### src/rtl/lfsr_crypt_engine_if.sv
// lfsr_crypt_engine_if
//   Launch handshake and data-memory port of the LFSR stream-cipher engine.
//   master : the engine (drives ack/busy and the memory address/write side)
//   slave  : the host CPU plus data memory (drives req/mode and read data)
//   Signals:
//     req          launch request, run starts on its high->low transition
//     mode         0 = encrypt, 1 = decrypt, sampled at launch
//     ack          run complete, held until req returns high
//     busy         high from launch until ack
//     mem_addr     memory address
//     mem_rd_data  read data, valid one cycle after the address
//     mem_wr_en    write strobe
//     mem_wr_data  write data
interface lfsr_crypt_engine_if #(
   parameter int DATA_W = 8,
   parameter int ADDR_W = 8
);
   logic              req;
   logic              mode;
   logic              ack;
   logic              busy;
   logic [ADDR_W-1:0] mem_addr;
   logic [DATA_W-1:0] mem_rd_data;
   logic              mem_wr_en;
   logic [DATA_W-1:0] mem_wr_data;

   modport master (
      input  req, mode, mem_rd_data,
      output ack, busy, mem_addr, mem_wr_en, mem_wr_data
   );

   modport slave (
      output req, mode, mem_rd_data,
      input  ack, busy, mem_addr, mem_wr_en, mem_wr_data
   );
endinterface

### src/rtl/lfsr_crypt_engine.sv
// lfsr_crypt_engine
//   LFSR stream-cipher engine on the shared data-memory port. On a req
//   high->low it reads pre_length/taps/seed from CFG_BASE..CFG_BASE+2, then
//   for each of MSG_LEN bytes performs one read cycle and one write cycle,
//   XOR-ing the data with the LFSR state. Encrypt prepends pre_length zero
//   (biased space) bytes; decrypt drops them and zero-fills the tail.
//   Ports:
//     clk     system clock, rising edge
//     init_n  asynchronous active-low reset
//     bus     lfsr_crypt_engine_if.master (req, mode, ack, busy, mem_*)
//   Build option:
//     PARITY_EN  when defined, bit LFSR_W of each encrypt write carries the
//                even parity of the ciphertext bits; otherwise it is 0.
module lfsr_crypt_engine #(
   parameter int LFSR_W   = 7,
   parameter int DATA_W   = 8,
   parameter int ADDR_W   = 8,
   parameter int MSG_LEN  = 64,
   parameter int SRC_BASE = 0,
   parameter int SRC_LEN  = 61,
   parameter int CFG_BASE = 61,
   parameter int DST_BASE = 64
) (
   input  logic                clk,
   input  logic                init_n,
   lfsr_crypt_engine_if.master bus
);

   localparam int                CNT_W     = $clog2(MSG_LEN + 1);
   localparam logic [CNT_W-1:0]  LAST_IDX  = CNT_W'(MSG_LEN - 1);
   localparam logic [CNT_W-1:0]  MSG_LEN_C = CNT_W'(MSG_LEN);
   localparam logic [ADDR_W-1:0] SRC_A     = ADDR_W'(SRC_BASE);
   localparam logic [ADDR_W-1:0] DST_A     = ADDR_W'(DST_BASE);
   localparam logic [ADDR_W-1:0] CFG_A     = ADDR_W'(CFG_BASE);
   localparam logic [31:0]       SRC_LEN_U = 32'(SRC_LEN);
   localparam logic [31:0]       MSG_LEN_U = 32'(MSG_LEN);

   // FIN is the single settling cycle between the last write and ack.
   typedef enum logic [2:0] {S_IDLE, S_CFG, S_RD, S_WR, S_FIN, S_DONE} state_t;

   state_t             state_q, state_nx;
   logic               req_d;
   logic               mode_q;
   logic [1:0]         cfg_cnt_q;
   logic [CNT_W-1:0]   idx_q;
   logic [CNT_W-1:0]   pre_q;
   logic [LFSR_W-1:0]  taps_q;
   logic [LFSR_W-1:0]  lfsr_q;

   logic [ADDR_W-1:0]  addr_c;
   logic               wr_en_c;
   logic [DATA_W-1:0]  wr_data_c;
   logic               busy_c;
   logic               ack_c;

   logic               in_msg;
   logic [CNT_W-1:0]   rel;
   logic               src_hit;

   function automatic logic [DATA_W-1:0] enc_byte(input logic [DATA_W-1:0] plain,
                                                  input logic [LFSR_W-1:0] ks);
      logic [LFSR_W-1:0] c;
      logic [DATA_W-1:0] w;
      c = plain[LFSR_W-1:0] ^ ks;
      w = DATA_W'(c);
`ifdef PARITY_EN
      w[LFSR_W] = ^c;
`endif
      return w;
   endfunction

   // The parity bit of the ciphertext is never fed into the plaintext.
   function automatic logic [DATA_W-1:0] dec_byte(input logic [DATA_W-1:0] rd,
                                                  input logic [LFSR_W-1:0] ks);
      return DATA_W'(rd[LFSR_W-1:0] ^ ks);
   endfunction

   function automatic logic [LFSR_W-1:0] lfsr_step(input logic [LFSR_W-1:0] s,
                                                   input logic [LFSR_W-1:0] t);
      return {s[LFSR_W-2:0], ^(s & t)};
   endfunction

   function automatic logic [CNT_W-1:0] clamp_pre(input logic [DATA_W-1:0] raw);
      if (32'(raw) > MSG_LEN_U) return MSG_LEN_C;
      return CNT_W'(raw);
   endfunction

   // idx_q is stable across the RD/WR pair of a byte, so the source window
   // test is recomputed in WR instead of being carried in a flag.
   assign in_msg  = (idx_q >= pre_q);
   assign rel     = idx_q - pre_q;
   assign src_hit = in_msg && (32'(rel) < SRC_LEN_U);

   always_ff @(posedge clk or negedge init_n) begin
      if (!init_n) state_q <= S_IDLE;
      else         state_q <= state_nx;
   end

   always_comb begin
      state_nx  = state_q;
      addr_c    = '0;
      wr_en_c   = 1'b0;
      wr_data_c = '0;
      busy_c    = 1'b0;
      ack_c     = 1'b0;
      unique case (state_q)
         S_IDLE: begin
            if (req_d && !bus.req) state_nx = S_CFG;
         end
         S_CFG: begin
            busy_c = 1'b1;
            if (cfg_cnt_q != 2'd3) addr_c = CFG_A + ADDR_W'(cfg_cnt_q);
            else                   state_nx = S_RD;
         end
         S_RD: begin
            busy_c   = 1'b1;
            state_nx = S_WR;
            if (mode_q)      addr_c = SRC_A + ADDR_W'(idx_q);
            else if (in_msg) addr_c = SRC_A + ADDR_W'(rel);
         end
         S_WR: begin
            busy_c   = 1'b1;
            wr_en_c  = 1'b1;
            state_nx = (idx_q == LAST_IDX) ? S_FIN : S_RD;
            if (!mode_q) begin
               addr_c    = DST_A + ADDR_W'(idx_q);
               wr_data_c = enc_byte(src_hit ? bus.mem_rd_data : '0, lfsr_q);
            end else if (in_msg) begin
               addr_c    = DST_A + ADDR_W'(rel);
               wr_data_c = dec_byte(bus.mem_rd_data, lfsr_q);
            end else begin
               // Discarded preamble slot is reused to zero one tail byte.
               addr_c = DST_A + ADDR_W'(MSG_LEN_C - pre_q + idx_q);
            end
         end
         S_FIN: begin
            busy_c   = 1'b1;
            state_nx = S_DONE;
         end
         S_DONE: begin
            ack_c = 1'b1;
            if (bus.req) state_nx = S_IDLE;
         end
         default: state_nx = S_IDLE;
      endcase
   end

   always_ff @(posedge clk or negedge init_n) begin
      if (!init_n) begin
         req_d     <= 1'b0;
         mode_q    <= 1'b0;
         cfg_cnt_q <= '0;
         idx_q     <= '0;
         pre_q     <= '0;
         taps_q    <= '0;
         lfsr_q    <= '0;
      end else begin
         req_d <= bus.req;
         case (state_q)
            S_IDLE: begin
               if (state_nx == S_CFG) begin
                  mode_q    <= bus.mode;
                  cfg_cnt_q <= '0;
                  idx_q     <= '0;
               end
            end
            S_CFG: begin
               cfg_cnt_q <= cfg_cnt_q + 2'd1;
               case (cfg_cnt_q)
                  2'd1: pre_q  <= clamp_pre(bus.mem_rd_data);
                  2'd2: taps_q <= bus.mem_rd_data[LFSR_W-1:0];
                  2'd3: lfsr_q <= (bus.mem_rd_data[LFSR_W-1:0] == '0) ? LFSR_W'(1)
                                                                       : bus.mem_rd_data[LFSR_W-1:0];
                  default: ;
               endcase
            end
            S_WR: begin
               lfsr_q <= lfsr_step(lfsr_q, taps_q);
               idx_q  <= idx_q + CNT_W'(1);
            end
            default: ;
         endcase
      end
   end

   assign bus.mem_addr    = addr_c;
   assign bus.mem_wr_en   = wr_en_c;
   assign bus.mem_wr_data = wr_data_c;
   assign bus.busy        = busy_c;
   assign bus.ack         = ack_c;

endmodule

### src/flat_wrapper.sv
// flat-port wrapper written by rule: the top's interface ports become plain ports
module lfsr_crypt_engine_flat 
#(
   parameter int LFSR_W   = 7,
   parameter int DATA_W   = 8,
   parameter int ADDR_W   = 8,
   parameter int MSG_LEN  = 64,
   parameter int SRC_BASE = 0,
   parameter int SRC_LEN  = 61,
   parameter int CFG_BASE = 61,
   parameter int DST_BASE = 64
)
  (clk, init_n, bus_req, bus_mode, bus_mem_rd_data, bus_ack, bus_busy, bus_mem_addr, bus_mem_wr_en, bus_mem_wr_data);
  lfsr_crypt_engine_if #(.DATA_W(DATA_W), .ADDR_W(ADDR_W)) bus_i ();
  input  logic clk;
  input  logic init_n;
  input wire logic [$bits(bus_i.req)-1:0] bus_req;
  input wire logic [$bits(bus_i.mode)-1:0] bus_mode;
  input wire logic [$bits(bus_i.mem_rd_data)-1:0] bus_mem_rd_data;
  output wire logic [$bits(bus_i.ack)-1:0] bus_ack;
  output wire logic [$bits(bus_i.busy)-1:0] bus_busy;
  output wire logic [$bits(bus_i.mem_addr)-1:0] bus_mem_addr;
  output wire logic [$bits(bus_i.mem_wr_en)-1:0] bus_mem_wr_en;
  output wire logic [$bits(bus_i.mem_wr_data)-1:0] bus_mem_wr_data;
  assign bus_i.req = bus_req;
  assign bus_i.mode = bus_mode;
  assign bus_i.mem_rd_data = bus_mem_rd_data;
  assign bus_ack = bus_i.ack;
  assign bus_busy = bus_i.busy;
  assign bus_mem_addr = bus_i.mem_addr;
  assign bus_mem_wr_en = bus_i.mem_wr_en;
  assign bus_mem_wr_data = bus_i.mem_wr_data;
  lfsr_crypt_engine #(.LFSR_W(LFSR_W), .DATA_W(DATA_W), .ADDR_W(ADDR_W), .MSG_LEN(MSG_LEN), .SRC_BASE(SRC_BASE), .SRC_LEN(SRC_LEN), .CFG_BASE(CFG_BASE), .DST_BASE(DST_BASE)) u_core (.clk(clk), .init_n(init_n), .bus(bus_i));
endmodule
### config.mk
export PLATFORM = sky130hd
export DESIGN_NAME = lfsr_crypt_engine_flat
export DESIGN_NICKNAME = d
export VERILOG_FILES = /design/src/rtl/lfsr_crypt_engine_if.sv /design/src/rtl/lfsr_crypt_engine.sv /design/src/flat_wrapper.sv
export SDC_FILE = /design/constraint.sdc
export NUM_CORES = 1
export LEC_CHECK = 0
export CORE_ASPECT_RATIO = 0.6
export CORE_MARGIN = 5
export CORE_UTILIZATION = 51
export DETAILED_ROUTE_END_ITERATION = 10
export PLACE_DENSITY = 0.8
export REMOVE_ABC_BUFFERS = 1
export SETUP_SLACK_MARGIN = 0.05
export SYNTH_ARGS = -nofsm -noshare
export SYNTH_HDL_FRONTEND = slang
export SYNTH_SLANG_ARGS = --single-unit
### constraint.sdc
create_clock -name clk -period 3 [get_ports clk]
set_input_delay 0.45 -clock clk [delete_from_list [all_inputs] [get_ports clk]]
set_output_delay 0.45 -clock clk [all_outputs]
set_load 0.03 [all_outputs]
== Yosys cells after proc, flatten, opt, wreduce, memory -nomap -nowiden ==
Cells that the tools add are included.
Word-level totals
  flip-flop bits (word level): 35
  bits of input ports: 12
  output and inout port bits: 19
  logic and storage cells: 82
Cells by class
  $add $sub $neg: 9
  order comparisons: 3
  eq/ne operators: 13
  multiplexer cells: 30
  bitwise gates (word level): 3
  reductions and logical operators: 16
Operators with widths (number)
  two-way mux 8 bit: 7
  two-way mux 7 bit: 7
  one-hot mux 7 bit (2 select lines): 2
  one-hot mux 8 bit (3 select lines): 1
  one-hot mux 3 bit (6 select lines): 1
  adder 7 x 7 -> 8 bit, first input constant: 2
  XOR 7 bit: 2
  two-way mux 3 bit: 4
  AND reduction 2 bit: 6
  adder 7 x 8 -> 8 bit, first input constant: 1
  adder 8 x 7 -> 8 bit: 1
  greater-than comparator 8 x 7 -> 1 bit, second input constant: 1
  subtractor 7 x 7 -> 8 bit, first input constant: 1
  adder 6 x 2 -> 7 bit, first input constant: 1
  adder 7 x 1 -> 7 bit, second input constant: 1
  AND 7 bit: 1
  == test 7 x 6 -> 1 bit, second input constant: 1
  greater-or-equal comparator 7 bit: 1
  zero test 7 bit: 1
  less-than comparator 7 x 6 -> 1 bit, second input constant: 1
  parity 7 bit: 1
  subtractor 7 bit: 1
  == test 3 x 1 -> 1 bit, second input constant: 2
  == test 3 x 2 -> 1 bit, second input constant: 2
  14 further kinds: 25

== Longest topological paths before layout ==
Gate-level depths: netlist of run 1.
  depth after elaboration: 7
  gate-level depth with buffers: 12
  mapped depth without buffers: 10

== Worst setup path after synthesis of run 1 ==
Ideal clock, no wire load.
  kind: register to output
  from: register u_core.idx_q[0]
  to: output bus_mem_wr_data[0]
  arrival: 2900 ps
  data required time: 2550 ps
  setup slack: -350 ps
  stages on the path, launching flop included: 13
  buffers on the path: 2
  path through: dfrtp_1 -> inv_1 -> ha_1 -> inv_1 -> fa_1 -> a211oi_1 -> nor2_1 -> xnor2_1 -> or4_1 -> buf_2 -> and2_4 -> buf_6 -> o311a_1
Between the ends
  longest elaborated chain between the ends: 7
  elaborated cells on any way between the ends: 9
  those cells by class: 1 x add/sub; 2 x order compare; 4 x mux; 1 x bitwise; 1 x reduce/logical
Ends and longest elaborated chain
  from (decl): RTL line lfsr_crypt_engine.sv:45  | logic [CNT_W-1:0] idx_q;
  from (signal assigned): RTL line lfsr_crypt_engine.sv:179  | idx_q <= idx_q + CNT_W'(1);
  subtractor 7 bit: RTL line lfsr_crypt_engine.sv:91  | assign rel = idx_q - pre_q;
  less-than comparator 7 x 6 -> 1 bit: RTL line lfsr_crypt_engine.sv:92  | assign src_hit = in_msg && (32'(rel) < SRC_LEN_U);
  logical AND 1 bit: RTL line lfsr_crypt_engine.sv:92
  two-way mux 7 bit: RTL line lfsr_crypt_engine.sv:127  | wr_data_c = enc_byte(src_hit ? bus.mem_rd_data : '0, lfsr_q);
  XOR 7 bit: RTL line lfsr_crypt_engine.sv:64  | c = plain[LFSR_W-1:0] ^ ks;
  two-way mux 8 bit *: RTL line lfsr_crypt_engine.sv:125  | if (!mode_q) begin
  two-way mux 8 bit *: RTL line lfsr_crypt_engine.sv:106  | unique case (state_q)
  to (decl): RTL line flat_wrapper.sv:24  | output wire logic [$bits(bus_i.mem_wr_data)-1:0] bus_mem_wr_data;
Every way passes the cells marked *; elsewhere a longest branch is shown, timed or not.

== Worst setup path in the final report of run 1 ==
  from: register u_core.idx_q[0]
  to: output bus_mem_wr_data[5]
Same word-level chain as after synthesis.

==> results.json, run 1 <==
{
  "route.met3.wl_um": 780,
  "final_nets": 397,
  "place.gp.congestion": 0.922,
  "finalClockSkew_ns": 0.00350,
  "core_area_um2": 5000,
  "layout_setup_ws_ns": -0.562,
  "setup_viol": 13,
  "rsz0062_at_grt": "yes",
  "start_kind": "flip-flop",
  "drive_gt1_share_pct": 34.6,
  "grt_pass1_vias": 2551,
  "async_reset_ff_share_pct": 100,
  "highest_layer": "met4",
  "end_kind": "primary output",
  "fp.dieH_um": 65.4,
  "maxCapViolCount": 0,
  "final_hold_viol_count": 0,
  "tightest_slew_ns": 0.869,
  "htreeDepth": 2,
  "crit_type": "flip-flop to primary output",
  "synthFlopType": "dfrtp_1",
  "combinationalPowerShare_pct": 75.5,
  "path_clk_slew_ns": 0.07,
  "netlist.area_leader.share_pct": 33.6,
  "cts_buffers": 5,
  "grt_pass1_wl_um": 13200,
  "vias_per_cell": 6.26,
  "synthDistinctLibCells": 52,
  "seqCellArea_um2": 876,
  "timing.final.crit_share_pct": 119,
  "tns_ns": -4.38,
  "cts_hold_buf": 0,
  "powerDensity_nw_per_um2": 1440,
  "wire_per_inst_um": 19.7,
  "track_usage_pct": 25.8,
  "vias": 2748,
  "worstPathRequired_ns": 2.55,
  "synth_cells": 302,
  "p_int_mw": 2.78,
  "drc": 0,
  "io_buffers": 29,
  "yosysSeqAreaShare_pct": 33.6,
  "multi_input_area_um2": 1820,
  "whs_ns": 0.253,
  "crit_arrival_ns": 3.11,
  "irDropWorstVdd_uv": 698,
  "p_clk_share_pct": 8.0,
  "fillers": 372,
  "violations": "negative setup slack",
  "netlist_area_um2": 2610,
  "drv_slew": 0,
  "min_period_ns": 3.56,
  "hp-class": "input pin to asynchronous set/reset pin",
  "yosysWarnings": 0,
  "cts_tree": "done",
  "initial_core_util_pct": 52.1,
  "avgSynthCellArea_um2": 8.63,
  "maxSlewHeadroom_pct": 42.1,
  "area_growth_pct": 40.7,
  "final_cell_mix": "buf_4, nand2_1, dfrtp_1",
  "grt_start_max_net_pins": 36,
  "drt_iter0_drc": 313,
  "die_w_um": 102,
  "drt-met1-wl_um": 3840,
  "pin_count": 31,
  "netSwitchingFraction_pct": 47.4,
  "final_common_cell": "buf_4",
  "synth_edf_count": 0,
  "drtAntennaViolNets": 0,
  "max_freq_ghz": 0.281,
  "yosys.area.top_type": "dfrtp_1",
  "p_leak_nw": 1.62,
  "drt-pass1-iter-count": 5,
  "dp_hpwl_um": 5460,
  "clock_sinks": 35,
  "path_max_fanout": 6,
  "routed_wl_um": 8630,
  "ys_ff_latch": 35,
  "diodes": 0,
  "clk_latency_ns": 0.29,
  "total_power_mw": 5.29,
  "antenna_found_initial": 0,
  "rows": 20,
  "p_seq_share_pct": 16.5,
  "die_area_um2": 6690,
  "grt-ovfl-total": 0,
  "cts_max_path_buffers": 2,
  "yosys-top-cells-area": "dfrtp_1, ha_1, nand2_1",
  "met2_length_um": 3870,
  "cts-root-buf": "clkbuf_8",
  "status": "finished, violations left",
  "p_switching_mw": 2.51
}
path summary, 6_finish.rpt:
kind | from | endpoint | slack (ns) | cells after the start
worst max-delay path | u_core.idx_q[0] | bus_mem_wr_data[5] | -0.56 | 11
max in group asynchronous | init_n | u_core.idx_q[2] | 2.20 | 1
worst min-delay path | init_n | u_core.idx_q[3] | 0.25 | 1
min in group clk | u_core.taps_q[6] | u_core.taps_q[6] | 0.52 | 1
worst max register to register | u_core.state_q[1] | u_core.lfsr_q[4] | 0.73 | 6
worst min register to register | u_core.taps_q[6] | u_core.taps_q[6] | 0.52 | 1
cells by family after synthesis:
kind of cell,count (synthesis),share of synthesized area (%)
adder cells (fa/ha/maj),12,6.05
other,1,0.144
XOR/XNOR,12,4.03
buffers and inverters,34,5.57
flip-flops,35,33.6
multiplexers,17,6.91
AND/OR/NAND/NOR,106,20.6
AO/OA/AOI/OAI,85,23.1
timing repair:
item,4_1_cts,5_1_grt
pin swaps,10,12
buffers inserted,7,6
cloned,0,0
endpoints found under the setup margin,14,15
resized for setup,78,27
routing by layer:
layer | vias up | track usage, %
li1 | 1236 | -
met1 | 1341 | 38.3
met2 | 151 | 38.7
met3 | 20 | 6.79
met4 | 0 | 3.44
met5 | - | 0
state kept, by name, indices dropped and copies added (netlist names):
signal / count
u_core.taps_q: 7
u_core.state_q: 3
u_core.lfsr_q: 7
u_core.cfg_cnt_q: 2
u_core.pre_q: 7
u_core.idx_q: 7
u_core.req_d: 1
u_core.mode_q: 1
metrics by stage:
step	utilization (%)	cells	area, µm²	setup WS, ns
after CTS	70.2	435	3510	-0.460
after floorplan	-	285	2530	-0.279
after detailed placement	63.8	422	3190	-0.648
final	73.3	439	3670	-0.562
after global routing	73.3	439	3670	-0.656
after global placement	63.8	422	3190	-0.554
layout make-up:
class	count	share of cell area (%)
multi-input cells	233	49.5
well taps	66	2.25
clock inverters	1	0.818
inverters	17	1.81
flip-flops and latches	35	23.9
clock buffers	6	1.98
repair buffers	81	19.8
power groups by stage:
stage / combinational [mW] / sequential [mW] / clock (mW)
after global placement: 2.98 / 0.845 / 0
final: 3.99 / 0.874 / 0.424
after floorplan: 1.83 / 0.858 / 0
after global routing: 4.24 / 0.901 / 0.446
after detailed placement: 3.06 / 0.857 / 0
after CTS: 3.51 / 0.857 / 0.424
critical path, stage by stage (launching register included):
cell             delay [ns]
dfrtp_1                0.38
inv_1                  0.06
ha_2                   0.18
inv_2                  0.04
fa_2                   0.36
a211oi_2               0.25
nor2_1                 0.10
xnor2_1                0.17
or4_4                  0.50
and2_4                 0.20
o311a_1                0.30
clkdlybuf4s15_2        0.28
synthesized netlist by cell type (7+ instances only):
cell and instances:
o21ai_0 24, ha_1 11, o221a_2 7, nand2b_1 7, nor2b_1 7, nand2_1 35
inv_1 16, a21oi_1 18, nor2_1 20, dfrtp_1 35, nand4_1 8, clkbuf_1 10
mux2i_1 9, mux2_2 8, xnor2_1 9, o311a_1 7, nor3_1 7
(Power assumes the default switching activity.)
==> run 2, diff against run 1 <==
--- a/config.mk
+++ b/config.mk
@@ -6,7 +6,7 @@
 export NUM_CORES = 1
 export LEC_CHECK = 0
 export CORE_ASPECT_RATIO = 0.6
-export CORE_MARGIN = 5
+export CORE_MARGIN = 2
 export CORE_UTILIZATION = 51
 export DETAILED_ROUTE_END_ITERATION = 10
 export PLACE_DENSITY = 0.8
==> results.json, run 2 (same netlist as run 1, synthesis figures left out) <==
{
  "drv_slew": 0,
  "drive_gt1_share_pct": 34.4,
  "cts_hold_buf": 0,
  "path_max_fanout": 7,
  "path_clk_slew_ns": 0.08,
  "drt_iter0_drc": 267,
  "min_period_ns": 3.54,
  "final_nets": 392,
  "die_area_um2": 5720,
  "violations": "negative setup slack",
  "initial_core_util_pct": 52.1,
  "finalClockSkew_ns": 0.00703,
  "path_cells": "inv_1 > ha_2 > inv_2 > fa_2 > a211oi_4 > buf_6 > nor3_2 > or3b_4 > buf_4 > nor2_4 > buf_6 > nand4_1 > o311a_1 > buf_6",
  "final_common_cell": "buf_4",
  "status": "finished, violations left",
  "use_met3_pct": 6.49,
  "die_w_um": 96.3,
  "grt_start_max_net_pins": 36,
  "place.gp.congestion": 0.930,
  "drc": 0,
  "crit_top_cell": "buf_6",
  "grt_busiest_layer": "met1",
  "maxSlewHeadroom_pct": 42.5,
  "drt-pass1-iter-count": 5,
  "pin_count": 31,
  "worst-path-buf-inv": 6,
  "met1_usage_pct": 44.5,
  "routed_wl_um": 8370,
  "vias": 2677,
  "cts_max_path_buffers": 2,
  "drtAntennaViolNets": 0,
  "timing.final.crit_share_pct": 118,
  "htreeDepth": 2,
  "core_area_um2": 5000,
  "maxCapViolCount": 0,
  "cts-root-buf": "clkbuf_8",
  "final_hold_viol_count": 0,
  "dp_hpwl_um": 5410,
  "cts_buffers": 5,
  "rows": 20,
  "antenna_found_initial": 0,
  "layout_setup_ws_ns": -0.538,
  "diodes": 0,
  "crit_arrival_ns": 3.09,
  "crit_type": "flip-flop to primary output",
  "max_freq_ghz": 0.283,
  "clock_sinks": 35,
  "path_delay_family": "buffers and inverters",
  "finalCoreUtilization_pct": 72.0,
  "grt_pass1_vias": 2510,
  "tightest_slew_ns": 0.863,
  "grt-ovfl-total": 0,
  "final_cell_mix": "buf_4, nand2_1, dfrtp_1",
  "met2_usage_pct": 43.1,
  "rsz0062_at_grt": "yes",
  "fp.dieH_um": 59.4,
  "grt_pass1_wl_um": 12600,
  "cts_tree": "done",
  "area_growth_pct": 38.2,
  "io_buffers": 29,
  "wire_per_inst_um": 19.2,
  "setup_viol": 10,
  "end_kind": "primary output",
  "track_usage_pct": 29.4,
  "clk_latency_ns": 0.30,
  "start_kind": "flip-flop",
  "worstPathRequired_ns": 2.55,
  "hp-class": "input pin to asynchronous set/reset pin",
  "cpPeakStageDelay_ns": 0.42,
  "cp_slowest_cell": "or3b_4",
  "vias_per_cell": 6.15
}
[run 2: cell count changes in the layout (fill, tap and decap cells not counted), sizes merged]
| cell | change |
|---|---|
| clkinvlp | +2 |
| clkbuf | +1 |
| clkdlybuf4s15 | -1 |
| bufinv | -1 |
| buf | -4 |
| inv | -1 |
[run 2: metrics by stage]
stage / TNS (ns) / cell area [µm²] / hold slack [ns] / worst slack, ns / std cells
after floorplan: -2.06 / 2530 / 0.154 / -0.279 / 285
after global placement: -4.26 / 3190 / 0.490 / -0.575 / 422
after detailed placement: -5.18 / 3190 / 0.496 / -0.704 / 422
after CTS: -4.14 / 3440 / 0.268 / -0.500 / 434
after global routing: -5.68 / 3600 / 0.306 / -0.621 / 435
final: -4.68 / 3600 / 0.231 / -0.538 / 435
[run 2: repair_timing]
action	CTS	global route
setup buffers	4	1
gates resized for setup	74	29
setup endpoints to repair	15	16
hold endpoints to repair	0	0
pin swaps	11	14
[run 2: path summary, 6_finish.rpt]
path / start / to / slack, ns / cells past startpoint
min in group clk: u_core.taps_q[2] / u_core.taps_q[2] / 0.51 / 1
max in group asynchronous: init_n / u_core.taps_q[4] / 2.24 / 1
max reg2reg: u_core.state_q[1] / u_core.lfsr_q[5] / 0.62 / 6
min reg2reg: u_core.taps_q[2] / u_core.taps_q[2] / 0.51 / 1
max: u_core.idx_q[0] / bus_mem_wr_data[0] / -0.54 / 14
min: init_n / u_core.idx_q[3] / 0.23 / 1
[run 2: metal layers]
layer  vias up  wire [µm]  share of wire (%)
li1       1226          -                  -
met1      1274       3860                 46
met2       152       3620                 43
met3        25        731                8.7
met4         0        157                1.9
met5         -          0                  0
[run 2: final cells by class]
class                   count  area [µm²]
clock buffers               7        96.3
clock inverters             1        7.51
fillers                   358        1400
inverters                  17        70.1
multi-input cells         233        1810
flip-flops and latches     35         876
well taps                  66        82.6
repair buffers             76         664
Power of run 2 is left out: the tool's default activity adds up to more than one toggle a clock period on the data nets, which glitch-free logic cannot reach.
==> run 3, diff against run 2 <==
--- a/config.mk
+++ b/config.mk
@@ -5,9 +5,11 @@
 export SDC_FILE = /design/constraint.sdc
 export NUM_CORES = 1
 export LEC_CHECK = 0
+export CELL_PAD_IN_SITES_DETAIL_PLACEMENT = 0
+export CELL_PAD_IN_SITES_GLOBAL_PLACEMENT = 2
 export CORE_ASPECT_RATIO = 0.6
 export CORE_MARGIN = 2
-export CORE_UTILIZATION = 51
+export CORE_UTILIZATION = 31
 export DETAILED_ROUTE_END_ITERATION = 10
 export PLACE_DENSITY = 0.8
 export REMOVE_ABC_BUFFERS = 1
==> results.json, run 3 (same netlist as run 1, synthesis figures left out) <==
{
  "status": "finished, violations left",
  "violations": "negative setup slack",
  "start_kind": "flip-flop",
  "area_growth_pct": 47.6,
  "irDropWorstVdd_uv": 407,
  "hp-class": "input pin to asynchronous set/reset pin",
  "place.gp.congestion": 0.827,
  "fin_area_um2": 3850,
  "grt_pass1_vias": 2421,
  "end_kind": "primary output",
  "p_seq_share_pct": 16.4,
  "final_hold_viol_count": 0,
  "wire_per_inst_um": 16.9,
  "drt_iter0_drc": 123,
  "core_area_um2": 8010,
  "cts-root-buf": "clkbuf_16",
  "dp_hpwl_um": 5930,
  "io_buffers": 29,
  "path_delay_family": "simple AND/OR/NAND/NOR gates",
  "maxSlewHeadroom_pct": 42.1,
  "final_cell_mix": "buf_4, nand2_1, dfrtp_1",
  "track_usage_pct": 18.8,
  "initial_core_util_pct": 32.6,
  "worstPathRequired_ns": 2.55,
  "fp.dieH_um": 75.0,
  "timing.final.crit_share_pct": 113,
  "netSwitchingFraction_pct": 45.6,
  "drtAntennaViolNets": 0,
  "maxCapViolCount": 0,
  "crit_type": "flip-flop to primary output",
  "htreeDepth": 2,
  "worst-path-buf-inv": 3,
  "crit_cells": 11,
  "drv_slew": 0,
  "drt-pass1-iter-count": 5,
  "die_area_um2": 9180,
  "combinationalPowerShare_pct": 74.0,
  "rows": 25,
  "vias_per_cell": 5.26,
  "place_ws_ns": -0.725,
  "worstRegToRegCells": 6,
  "crit_top_cell": "inv_2",
  "grt_pass1_wl_um": 13100,
  "max_freq_ghz": 0.296,
  "layout.cells.non_filler": 496,
  "antenna_found_initial": 0,
  "p_leak_nw": 1.70,
  "diodes": 0,
  "grt-ovfl-total": 0,
  "cp_slowest_cell": "or4_4",
  "cts_max_path_buffers": 2,
  "p_int_mw": 2.93,
  "grt_start_max_net_pins": 36,
  "vias": 2608,
  "path_clk_slew_ns": 0.06,
  "drive_gt1_share_pct": 37.1,
  "placedCellCount": 478,
  "path_cells": "inv_2 > ha_4 > inv_2 > fa_2 > a211oi_2 > nor2_1 > xnor2_1 > or4_4 > and2_4 > o311a_1 > buf_6",
  "tightest_slew_ns": 0.869,
  "min_period_ns": 3.38,
  "post_dp_cell_area_um2": 3350,
  "clock_sinks": 35,
  "die_w_um": 122,
  "cpPeakStageDelay_ns": 0.50,
  "total_power_mw": 5.38,
  "routed_wl_um": 8400,
  "final_common_cell": "buf_4",
  "final_nets": 411,
  "p_clk_share_pct": 9.6,
  "p_switching_mw": 2.45,
  "rsz0062_at_grt": "yes",
  "powerDensity_nw_per_um2": 1400,
  "setup_viol": 12,
  "tns_ns": -3.06,
  "clk_latency_ns": 0.28,
  "cts_tree": "done",
  "path_max_fanout": 7,
  "pin_count": 31,
  "drc": 0,
  "finalClockSkew_ns": 0.00348,
  "crit_arrival_ns": 2.93,
  "layout_setup_ws_ns": -0.384,
  "cts_buffers": 5
}
[run 3: cell count changes in the layout (fill, tap and decap cells not counted), sizes merged]
cell	before	now
buf	63	82
clkbuf	7	6
clkinv	0	1
[run 3: layout make-up]
type	count	area (µm²)
multi-input combinational	233	1790
fill	795	4160
sequential	35	876
clock inverter	2	12.5
timing repair buffer	95	835
inverter	17	70.1
clock buffer	6	129
tap	108	135
[run 3: metal layers]
layer / routed length (µm) / global-route usage (%) / vias up
met5: 0 / 0 / -
met3: 614 / 4.62 / 8
met4: 43 / 2.94 / 0
li1: - / - / 1274
met2: 3410 / 27.3 / 74
met1: 4340 / 28.7 / 1252
[run 3: path summary, 6_finish.rpt]
kind	startpoint	to	slack (ns)
min reg2reg	u_core.taps_q[0]	u_core.taps_q[0]	0.51
max reg2reg	u_core.state_q[1]	u_core.lfsr_q[4]	0.66
min	init_n	u_core.idx_q[4]	0.27
max	u_core.idx_q[0]	bus_mem_wr_data[5]	-0.38
min in group clk	u_core.taps_q[0]	u_core.taps_q[0]	0.51
max in group asynchronous	init_n	u_core.lfsr_q[1]	2.19
[run 3: timing repair]
item / in CTS / in global routing
gates cloned: 0 / 0
buffers inserted: 9 / 3
hold endpoints to repair: 0 / 0
setup endpoints to repair: 15 / 16
gates resized for setup: 104 / 15
hold buffers: 0 / 0
pin swaps: 25 / 19
[run 3: through the flow]
| step | hold slack [ns] | utilization, % |
|---|---|---|
| after floorplan | 0.154 | - |
| after global placement | 0.489 | 41.9 |
| after detailed placement | 0.497 | 41.9 |
| after CTS | 0.308 | 47.2 |
| after global routing | 0.348 | 48.1 |
| final | 0.268 | 48.1 |
[run 3: power by group through the flow]
stage	combinational (mW)	sequential [mW]	clock, mW
3_3_place_gp	3.20	0.862	0
4_1_cts	3.80	0.867	0.525
3_5_place_dp	3.20	0.867	0
5_1_grt	4.25	0.910	0.549
2_1_floorplan	1.83	0.858	0
6_report	3.98	0.881	0.517
